`config.mk`:
```
export PLATFORM = sky130hd
export DESIGN_NAME = cirno9_mem_arb
export DESIGN_NICKNAME = d
export VERILOG_FILES = /design/src/rtl/cirno9_mem_arb.sv
export SDC_FILE = /design/constraint.sdc
export NUM_CORES = 1
export LEC_CHECK = 0
export CORE_ASPECT_RATIO = 0.75
export CORE_UTILIZATION = 35
export CTS_BUF_LIST = sky130_fd_sc_hd__clkbuf_4 sky130_fd_sc_hd__clkbuf_8
export DETAILED_ROUTE_END_ITERATION = 8
export PLACE_DENSITY = 0.79
export SLEW_MARGIN = 20
export SYNTH_ARGS = -nofsm -noshare
export SYNTH_HDL_FRONTEND = slang
export SYNTH_SLANG_ARGS = --single-unit
```
`constraint.sdc`:
```
create_clock -name clk -period 1.8 [get_ports clk]
set_input_delay 0.54 -clock clk [delete_from_list [all_inputs] [get_ports clk]]
set_output_delay 0.54 -clock clk [all_outputs]
set_load 0.005 [all_outputs]
```
`src/rtl/cirno9_mem_arb.sv`:
```
// cirno9_mem_arb: arbitrates the single SRAM port between instruction fetch (IF),
// execute-stage load/store (LS) and the external/debug port (EX).
// Fixed priority LS > IF > EX, with EX promoted to the top once it has lost
// STARVE_MAX arbitrations in a row. One access is in flight at a time. An
// access that gets no SRAM ready within TIMEOUT cycles completes with o_err.
module cirno9_mem_arb #(
    parameter int unsigned STARVE_MAX = 4,
    parameter int unsigned TIMEOUT    = 64
) (
    input  logic        clk,
    input  logic        rst_n,
    // instruction fetch requester (read-only)
    input  logic        hs_if4arb_val,
    input  logic [31:0] i_if_adr,
    output logic        hs_arb4if_rdy,
    // load/store requester
    input  logic        hs_ls4arb_val,
    input  logic [31:0] i_ls_adr,
    input  logic [31:0] i_ls_wdat,
    input  logic [3:0]  i_ls_wen,
    input  logic        i_ls_ren,
    output logic        hs_arb4ls_rdy,
    // external/debug requester
    input  logic        hs_ex4arb_val,
    input  logic [31:0] i_ex_adr,
    input  logic [31:0] i_ex_wdat,
    input  logic [3:0]  i_ex_wen,
    input  logic        i_ex_ren,
    output logic        hs_arb4ex_rdy,
    // SRAM side
    output logic        o_sram_ren,
    output logic [3:0]  o_sram_wen,
    output logic [31:0] o_adr,
    output logic [31:0] o_wdat,
    input  logic [31:0] i_sram_rdat,
    input  logic        i_hs_ram4arb_rdy,
    // response
    output logic [31:0] o_rdat,
    output logic        o_err
);

    localparam logic [3:0] AgeMax   = 4'(STARVE_MAX);
    localparam logic [7:0] WaitLast = 8'(TIMEOUT - 1);

    // One-hot grant encoding shared by the arbiter and the latched grant
    localparam logic [2:0] GntNone = 3'b000;
    localparam logic [2:0] GntIf   = 3'b001;
    localparam logic [2:0] GntLs   = 3'b010;
    localparam logic [2:0] GntEx   = 3'b100;

    typedef enum logic [1:0] {
        StIdle,
        StAccess,
        StResp
    } state_e;

    state_e      state_q, state_d;
    logic [2:0]  grant_q, grant_d;
    logic [31:0] adr_q, adr_d;
    logic [31:0] wdat_q, wdat_d;
    logic [3:0]  wen_q, wen_d;
    logic        ren_q, ren_d;
    logic [7:0]  wait_q, wait_d;
    logic [3:0]  age_q, age_d;
    logic [31:0] rdat_q, rdat_d;
    logic        err_q, err_d;

    logic [2:0]  pick;
    logic [31:0] win_adr;
    logic [31:0] win_wdat;
    logic [3:0]  win_wen;
    logic        win_ren;
    logic        is_read;

    // Arbitration over the live request lines; an aged-out EX overrides everyone
    always_comb begin
        pick = GntNone;
        if (hs_ex4arb_val && (age_q == AgeMax)) begin
            pick = GntEx;
        end else if (hs_ls4arb_val) begin
            pick = GntLs;
        end else if (hs_if4arb_val) begin
            pick = GntIf;
        end else if (hs_ex4arb_val) begin
            pick = GntEx;
        end
    end

    // Request fields of the arbitration winner; IF is always a plain read
    always_comb begin
        win_adr  = 32'h0;
        win_wdat = 32'h0;
        win_wen  = 4'h0;
        win_ren  = 1'b0;
        unique case (pick)
            GntIf: begin
                win_adr = i_if_adr;
                win_ren = 1'b1;
            end
            GntLs: begin
                win_adr  = i_ls_adr;
                win_wdat = i_ls_wdat;
                win_wen  = i_ls_wen;
                win_ren  = i_ls_ren;
            end
            GntEx: begin
                win_adr  = i_ex_adr;
                win_wdat = i_ex_wdat;
                win_wen  = i_ex_wen;
                win_ren  = i_ex_ren;
            end
            default: begin
                win_adr  = 32'h0;
                win_wdat = 32'h0;
                win_wen  = 4'h0;
                win_ren  = 1'b0;
            end
        endcase
    end

    // A latched access is a read only when no byte write is requested (write wins)
    assign is_read = ren_q && (wen_q == 4'h0);

    // Next-state logic: grant, request latch, wait/aging counters, response regs
    always_comb begin
        state_d = state_q;
        grant_d = grant_q;
        adr_d   = adr_q;
        wdat_d  = wdat_q;
        wen_d   = wen_q;
        ren_d   = ren_q;
        wait_d  = wait_q;
        age_d   = age_q;
        rdat_d  = rdat_q;
        err_d   = 1'b0;

        unique case (state_q)
            StIdle: begin
                if (pick != GntNone) begin
                    grant_d = pick;
                    adr_d   = win_adr;
                    wdat_d  = win_wdat;
                    wen_d   = win_wen;
                    ren_d   = win_ren;
                    // Aging only moves when EX actually competed this round
                    if (pick == GntEx) begin
                        age_d = 4'h0;
                    end else if (hs_ex4arb_val && (age_q != AgeMax)) begin
                        age_d = age_q + 4'h1;
                    end
                    // Null access never touches the SRAM
                    if ((win_wen == 4'h0) && !win_ren) begin
                        rdat_d  = 32'h0;
                        state_d = StResp;
                    end else begin
                        wait_d  = 8'h0;
                        state_d = StAccess;
                    end
                end
            end
            StAccess: begin
                if (i_hs_ram4arb_rdy) begin
                    rdat_d  = is_read ? i_sram_rdat : 32'h0;
                    state_d = StResp;
                end else if (wait_q == WaitLast) begin
                    rdat_d  = 32'h0;
                    err_d   = 1'b1;
                    state_d = StResp;
                end else begin
                    wait_d = wait_q + 8'h1;
                end
            end
            StResp: begin
                state_d = StIdle;
            end
            default: begin
                state_d = StIdle;
            end
        endcase
    end

    // State and datapath registers
    always_ff @(posedge clk or negedge rst_n) begin
        if (!rst_n) begin
            state_q <= StIdle;
            grant_q <= GntNone;
            adr_q   <= 32'h0;
            wdat_q  <= 32'h0;
            wen_q   <= 4'h0;
            ren_q   <= 1'b0;
            wait_q  <= 8'h0;
            age_q   <= 4'h0;
            rdat_q  <= 32'h0;
            err_q   <= 1'b0;
        end else begin
            state_q <= state_d;
            grant_q <= grant_d;
            adr_q   <= adr_d;
            wdat_q  <= wdat_d;
            wen_q   <= wen_d;
            ren_q   <= ren_d;
            wait_q  <= wait_d;
            age_q   <= age_d;
            rdat_q  <= rdat_d;
            err_q   <= err_d;
        end
    end

    // Outputs decoded from registered state: strobes only in ACCESS, pulse only in RESP
    always_comb begin
        o_sram_ren    = (state_q == StAccess) && is_read;
        o_sram_wen    = (state_q == StAccess) ? wen_q : 4'h0;
        hs_arb4if_rdy = (state_q == StResp) && grant_q[0];
        hs_arb4ls_rdy = (state_q == StResp) && grant_q[1];
        hs_arb4ex_rdy = (state_q == StResp) && grant_q[2];
    end

    assign o_adr  = adr_q;
    assign o_wdat = wdat_q;
    assign o_rdat = rdat_q;
    assign o_err  = err_q;

endmodule

```
Word-level counts from Yosys, hierarchy flattened:

Cells that the tools add are included.

* register bits after elaboration: 119
* latch bits: 0
* memory bits (writable): 0
* ROM bits: 0
* bits of input ports: 208
* output and inout bits: 105
* logic and storage cells: 76
* memories: 0

* add/subtract/negate cells: 2
* $mul: 0
* divide/modulo/power cells: 0
* magnitude comparators: 0
* eq/ne operators: 14
* shifts and indexed selects: 0
* multiplexer cells: 30
* bitwise operators: 0
* reductions and logical operators: 20

Operators with widths (number)
* $mux W32: 5
* $pmux W32 S2: 2
* $pmux W32 S3: 1
* $mux W8: 4
* $pmux W8 S2: 1
* $mux W3: 4
* $mux W4: 3
* $ne A2 B2 Y1 const B: 5
* $add A8 B1 Y8 const B: 1
* $eq A8 B6 Y1 const B: 1
* $logic_and A1 B1 Y1: 8
* $logic_not A4 Y1: 2
* $mux W2: 4
* $pmux W4 S2: 1
* $reduce_and A5 Y1: 1
* $add A4 B1 Y4 const B: 1
* $eq A4 B3 Y1 const B: 1
* $ne A4 B3 Y1 const B: 1
* $pmux W2 S2: 1
* $reduce_and A2 Y1: 2
* $reduce_and A4 Y1: 1
* $reduce_bool A2 Y1: 2
* $eq A3 B1 Y1 const B: 1
* $eq A3 B2 Y1 const B: 1
* 10 further kinds: 12

Depth between registers and ports, before layout:

Gate-level depths: netlist of run 1.

* depth in word-level cells: 11
* depth in mapped cells: 9
* mapped depth without buffers: 7

Worst setup path after synthesis of run 1:

No wires, ideal clock.

* kind: input to register
* from: input i_ls_wen[0]
* to: register rdat_q[11] (netlist: o_rdat[11])
* data arrival time: 1.979 ns
* slack: -0.300 ns
* stages on the path: 6
* cells stage by stage: or4_1 -> and3_4 -> a221oi_4 -> o21ai_4 -> buf_6 -> a22o_1

* cells in the longest elaborated chain, start to end: 5

RTL lines
* start: declaration: line 20 `input logic [3:0] i_ls_wen,`
* $pmux W4 S2: line 95 `unique case (pick)`
* $logic_not A4 Y1: line 152 `if ((win_wen == 4'h0) && !win_ren) begin`
* $logic_and A1 B1 Y1: line 152
* $ne A2 B2 Y1 (no source line)
* $reduce_and A4 Y1 (no source line)
* end signal: assignment: line 204 `rdat_q <= rdat_d;`
* end: declaration: line 65 `logic [31:0] rdat_q, rdat_d;`

Every way passes these cells.
A chain may end at the register's enable or synchronous reset.

Worst setup path in the final report of run 1:

* from: input i_ex_wen[1]
* to: register rdat_q[25] (netlist: o_rdat[25])

* cells in the longest elaborated chain, start to end: 5

RTL lines
* start: declaration: line 27 `input logic [3:0] i_ex_wen,`
* $pmux W4 S2: line 95
* $logic_not A4 Y1: line 152
* $logic_and A1 B1 Y1: line 152
* $ne A2 B2 Y1 (no source line)
* $reduce_and A4 Y1 (no source line)

Every way passes these cells.

==> results.yml, run 1 <==
outcome:
  status: "complete, but fails checks"
  violations: "negative setup slack"
logic_synthesis:
  synth_cells: 470
  yosysTopAreaCell: "dfrtp_1"
  synth_ff_type: "dfrtp_1"
  syn_area_per_cell_um2: 11.14
  ys_async_sr_fraction_pct: 100.0
  synth_edf_count: 0
  ys_types: 48
  synthTopCellsByArea: "dfrtp_1 57%, a222oi_1 11%, a22o_1 4.9%"
  yosysSeqAreaShare_pct: 56.90
  syn_nets: 681
  ys_seq_elements: 119
  synth_area_um2: 5234
  yosys_warnings: 0
  synth_top_area_share_pct: 56.90
finish:
  final_nets: 1056
  most-common-layout-cells: "202 x clkdlybuf4s50_1, 119 x dfrtp_1, 101 x dlygate4sd2_1"
  final_common_cell: "clkdlybuf4s50_1"
  stdcell_count: 1057
  drive_above_1_share_pct: 19.49
  syn_to_final_growth_pct: 89.17
  antenna_cells: 0
floorplanning:
  core-area_um2: 14550
  fp.dieH_um: 107.9
  die_area_um2: 15450
  start_util_pct: 35.97
  io_pins: 313
  die_width_um: 143.2
  std_cell_rows: 38
global_route:
  antenna_found_initial: 0
  grt_max_degree: 63
  grt_overflow: 0
  grt_usage_pct: 25.34
  grt_pass1_vias: 5843
  grt_pass1_wl_mm: 29.62
cts:
  clock_path_buffers: 2
  cts-root-buf: "clkbuf_8"
  cts_tree: "done"
  h-tree-depth: 4
  numCtsBuffers: 17
  clkTransAtPathRegs_ns: 0.07
  clk_latency_ns: 0.42
  clock-sinks: 119
power:
  switching_share_pct: 34.04
  p_leak_nw: 4.782
  p_switching_w: 0.004286
  p_seq_share_pct: 31.7
  p_total_w: 0.01259
  p_per_area_nw_per_um2: 1272
  max-vdd-ir-drop_uv: 953.2
  p_int_w: 0.008305
  clkPwrFrac_pct: 20.2
  comb_power_share_pct: 48.1
place:
  dp_hpwl_mm: 13.50
  dp.cells: 991
  place_congestion: 0.8339
  pre_cts_ws_ns: -0.8422
  io_buffers: 312
setup_path:
  cpMaxStageDelayCell: "or4_4"
  end_kind: "register"
  setup.worst_path.start_class: "input port"
  cp_max_fo: 9
  r2r-start: "age_q[0]"
  cp.arrival_ns: 2.47
  cp_data_required_time_ns: 2.11
  ff2ff_path_depth: 8
  path_class: "input port to register"
  crit_path_start: "i_ex_wen[1]"
  crit_path_cell_trace: "clkdlybuf4s50_1, or4_4, a221oi_4, o21ai_4, buf_16, a22o_1"
  max_stage_delay_ns: 0.56
run:
  maxCapViolations: 0
sta:
  setup_viol: 121
  clock-skew-final_ns: 0.01225
  worst_slack_ns: -0.3645
  rsz0062_at_grt: "true"
  slew_headroom_pct: 69.07
  tightest_slew_ns: 0.4622
  slew_viol_final: 0
  timing.fmax_ghz: 0.4620
  min_period_ns: 2.164
  hold_viol: 0
  min_period_over_period_pct: 120.2
drt:
  viasPerCell: 5.248
  drc: 0
  routed-via-count: 5547
  first_iter_violations: 477
  finalWirelength_mm: 19.68
  wire_per_inst_um: 18.61
  antenna_left: 0
  dr.pass1.iters: 6
min_path:
  hp-class: "input port to asynchronous set/reset pin"
[what timing repair did]
item	in CTS	in global routing
endpoints found under the setup margin	219	123
cloned	8	2
resized for setup	198	42
pin swaps	78	24
hold buffers	0	0
setup buffers	22	8
[kinds of logic after synthesis]
kind of cell	count (synthesis)	synth area share, %
compound gates	168	26.30
buf+inv	79	6.192
mux	2	0.4064
simple gates	99	9.491
fa+ha+maj	3	0.7173
flops	119	56.90
[layout make-up]
class / count / area (um2)
clock buffer: 20 / 269.0
clock inverter: 11 / 150.1
fill: 1112 / 4648
inverter: 39 / 148.9
multi-input combinational: 272 / 2132
sequential: 119 / 2978
tap: 200 / 250.2
timing repair buffer: 396 / 3973
[per-stage QoR]
step	hold slack, ns	utilization [%]	TNS (ns)	cell area, um2
2_1_floorplan	0.2444	-	-13.27	5321
3_3_place_gp	0.4497	61.61	-76.13	8964
3_5_place_dp	0.4577	61.61	-79.45	8964
4_1_cts	0.1017	67.20	-23.76	9777
5_1_grt	0.1134	68.05	-37.95	9901
6_report	0.1068	68.05	-23.91	9901
[sequential cells by signal, indices dropped and copies added (netlist names)]
name and flops:
grant_q 3, o_wdat 32, ren_q 1, age_q 4
o_err 1, o_adr 32, wen_q 4, wait_q 8
state_q 2, o_rdat 32
[cell usage after synthesis (4+ instances only)]
library cell,number
a221oi_1,4
a222oi_1,55
a22o_1,29
a22oi_1,18
and2_1,9
and3_1,7
buf_2,4
clkbuf_1,32
dfrtp_1,119
inv_1,39
nand2_1,40
nand3_1,4
nor2_1,16
o21ai_0,40
[worst max-delay path, delay by kind of cell]
family / cells / cell delay (ns)
buf+inv: 2 / 0.66
compound gates: 3 / 0.69
simple gates: 1 / 0.56
[per-layer routing]
layer / GRT usage, % / routed length [um] / vias up / share of wire (%)
li1: - / - / 2555 / -
met1: 28.96 / 7822 / 2721 / 40
met2: 44.43 / 10030 / 241 / 51
met3: 8.185 / 1448 / 30 / 7.4
met4: 9.063 / 380 / 0 / 1.9
met5: 0 / 0 / - / 0
[worst paths after layout]
path,to,slack [ns]
min in group clk,grant_q[1],0.47
setup / recovery,o_rdat[25],-0.36
hold / removal,o_rdat[10],0.11
setup reg to reg,o_rdat[25],-0.34
max in group asynchronous,o_adr[29],1.39
hold reg to reg,grant_q[1],0.47
[power groups by stage]
| stage | registers, W | clock network [W] | logic (W) |
|---|---|---|---|
| after CTS | 0.00396 | 0.00261 | 0.00590 |
| after global placement | 0.00397 | 0 | 0.00516 |
| after global routing | 0.00409 | 0.00274 | 0.00655 |
| after floorplan | 0.00404 | 0 | 0.00214 |
| final | 0.00399 | 0.00254 | 0.00605 |
| after detailed placement | 0.00401 | 0 | 0.00535 |
(Power assumes the default switching activity.)
==> inputs of run 2 (changes only) <==
Settings changed: CORE_UTILIZATION 35 to 34, CTS_BUF_LIST sky130_fd_sc_hd__clkbuf_4 sky130_fd_sc_hd__clkbuf_8 to not set, PLACE_DENSITY 0.79 to 0.77.
==> results.yml, run 2 (synthesis gave the netlist of run 1 again) <==
outcome:
  status: "complete, but fails checks"
  violations: "design-rule violations, negative setup slack"
drt:
  first_iter_violations: 555
  dr_wl_met3_mm: 1.576
  routed-via-count: 5623
  finalWirelength_mm: 20.33
  drc: 3
  top_layer_used: "met4"
  antenna_left: 0
  met1Wirelength_mm: 7.709
  dr.pass1.iters: 9
  wire_per_inst_um: 19.51
  dr_wl_met2_mm: 10.43
  viasPerCell: 5.396
finish:
  antenna_cells: 0
  syn_to_final_growth_pct: 93.31
  drive_above_1_share_pct: 19.83
  stdcell_count: 1042
  most-common-layout-cells: "197 x clkdlybuf4s50_1, 119 x dfrtp_1, 103 x dlygate4sd2_1"
  final_nets: 1041
  final_common_cell: "clkdlybuf4s50_1"
cts:
  clock-sinks: 119
  clock_path_buffers: 2
  cts_tree: "done"
  clkTransAtPathRegs_ns: 0.05
  cts-root-buf: "clkbuf_16"
  clk_latency_ns: 0.41
  numCtsBuffers: 17
  h-tree-depth: 4
global_route:
  grt_pass1_wl_mm: 30.95
  antenna_found_initial: 0
  grt_overflow: 0
  grt_pass1_vias: 5920
  grt_usage_pct: 25.26
  grt_max_degree: 48
sta:
  min_period_ns: 2.098
  min_period_over_period_pct: 116.6
  slew_viol_final: 0
  worst_slack_ns: -0.2983
  slew_headroom_pct: 73.09
  clock-skew-final_ns: 0.009175
  setup_viol: 109
  rsz0062_at_grt: "true"
  tightest_slew_ns: 0.4021
  whs_ns: 0.01907
  timing.fmax_ghz: 0.4766
  hold_viol: 0
setup_path:
  ff2ff_path_depth: 9
  path_class: "input port to register"
  setup.worst_path.start_class: "input port"
  end_kind: "register"
  cp.arrival_ns: 2.40
  cp_max_fo: 16
  cp_data_required_time_ns: 2.10
power:
  max-vdd-ir-drop_uv: 776.2
  p_int_w: 0.009457
  p_leak_nw: 4.877
  switching_share_pct: 32.04
  clkPwrFrac_pct: 28.5
  comb_power_share_pct: 42.7
  p_seq_share_pct: 28.8
  p_per_area_nw_per_um2: 1375
  p_switching_w: 0.004458
floorplanning:
  die_width_um: 145.3
  std_cell_rows: 38
  core-area_um2: 14740
  die_area_um2: 15900
  io_pins: 313
  fp.dieH_um: 109.5
  start_util_pct: 35.51
place:
  io_buffers: 312
  dp.cells: 988
  place_congestion: 0.8350
  dp_hpwl_mm: 13.98
run:
  maxCapViolations: 0
min_path:
  hp-class: "input port to asynchronous set/reset pin"
==> run 2: cell count changes in the layout (fill, tap and decap cells not counted), moves of 3 or more <==
cell / previous run / this run
nor2_4: 0 / 3
dlymetal6s2s_1: 0 / 3
o21ai_0: 8 / 4
o21ai_1: 32 / 35
clkdlybuf4s50_1: 202 / 197
buf_6: 16 / 11
nor2_1: 16 / 12
clkinv_4: 4 / 0
clkbuf_8: 19 / 5
buf_4: 51 / 47
bufinv_16: 3 / 6
clkbuf_16: 3 / 20
==> run 2: area by class of cell <==
cell class / count / area, um2
flip-flops and latches: 119 / 2978
multi-input cells: 272 / 2243
repair buffers: 381 / 3811
well taps: 200 / 250.2
clock inverters: 8 / 190.2
clock buffers: 23 / 498.0
inverters: 39 / 146.4
fillers: 1069 / 4622
==> run 2: power by group through the flow <==
stage	clock, W	combinational (W)	sequential, W
floorplan	0	0.00214	0.00404
global placement	0	0.00504	0.00398
detailed placement	0	0.00524	0.00403
CTS	0.00399	0.00570	0.00398
global route	0.00413	0.00637	0.00411
finish	0.00397	0.00594	0.00401
==> run 2: what timing repair did <==
action	4_1_cts	5_1_grt
pin swaps	62	24
setup buffers	13	5
endpoints found under the setup margin	216	128
resized for setup	217	43
hold buffers	0	0
cloned	5	1
==> run 2: final timing paths <==
kind	from	end	slack [ns]
max in group asynchronous	rst_n	o_rdat[15]	1.23
min	rst_n	o_adr[30]	0.02
min reg2reg	grant_q[0]	grant_q[0]	0.48
max	i_ex_wen[0]	o_rdat[18]	-0.30
max reg2reg	age_q[0]	o_rdat[18]	-0.28
min in group clk	grant_q[0]	grant_q[0]	0.48
==> run 2: per-stage QoR <==
stage	instance area [um2]	TNS, ns	utilization (%)	power, W	setup WS, ns
after global placement	8929	-69.26	60.58	0.009022	-0.8143
after detailed placement	8929	-73.63	60.58	0.009267	-0.8465
after floorplan	5321	-13.27	-	0.006176	-0.2982
after CTS	9945	-18.81	67.47	0.01367	-0.2546
after global routing	10120	-27.89	68.64	0.01461	-0.3651
final	10120	-18.57	68.64	0.01392	-0.2983
==> run 2: critical path, stage by stage <==
cell and delay [ns]:
clkdlybuf4s50_1 0.47, or4_4 0.46, a221oi_4 0.35, o21ai_4 0.18, buf_16 0.20, a22o_1 0.19
==> run 2: per-layer routing <==
layer / up-vias / track usage, %
met4: 0 / 12.03
met5: - / 0
met2: 280 / 45.81
met1: 2758 / 27.50
li1: 2534 / -
met3: 51 / 7.593
==> inputs of run 3 (changes only) <==
Settings changed: SLEW_MARGIN 20 to 15.
==> results of run 3 <==
Same layout as run 2: the final DEF is identical, and so are final timing and power.
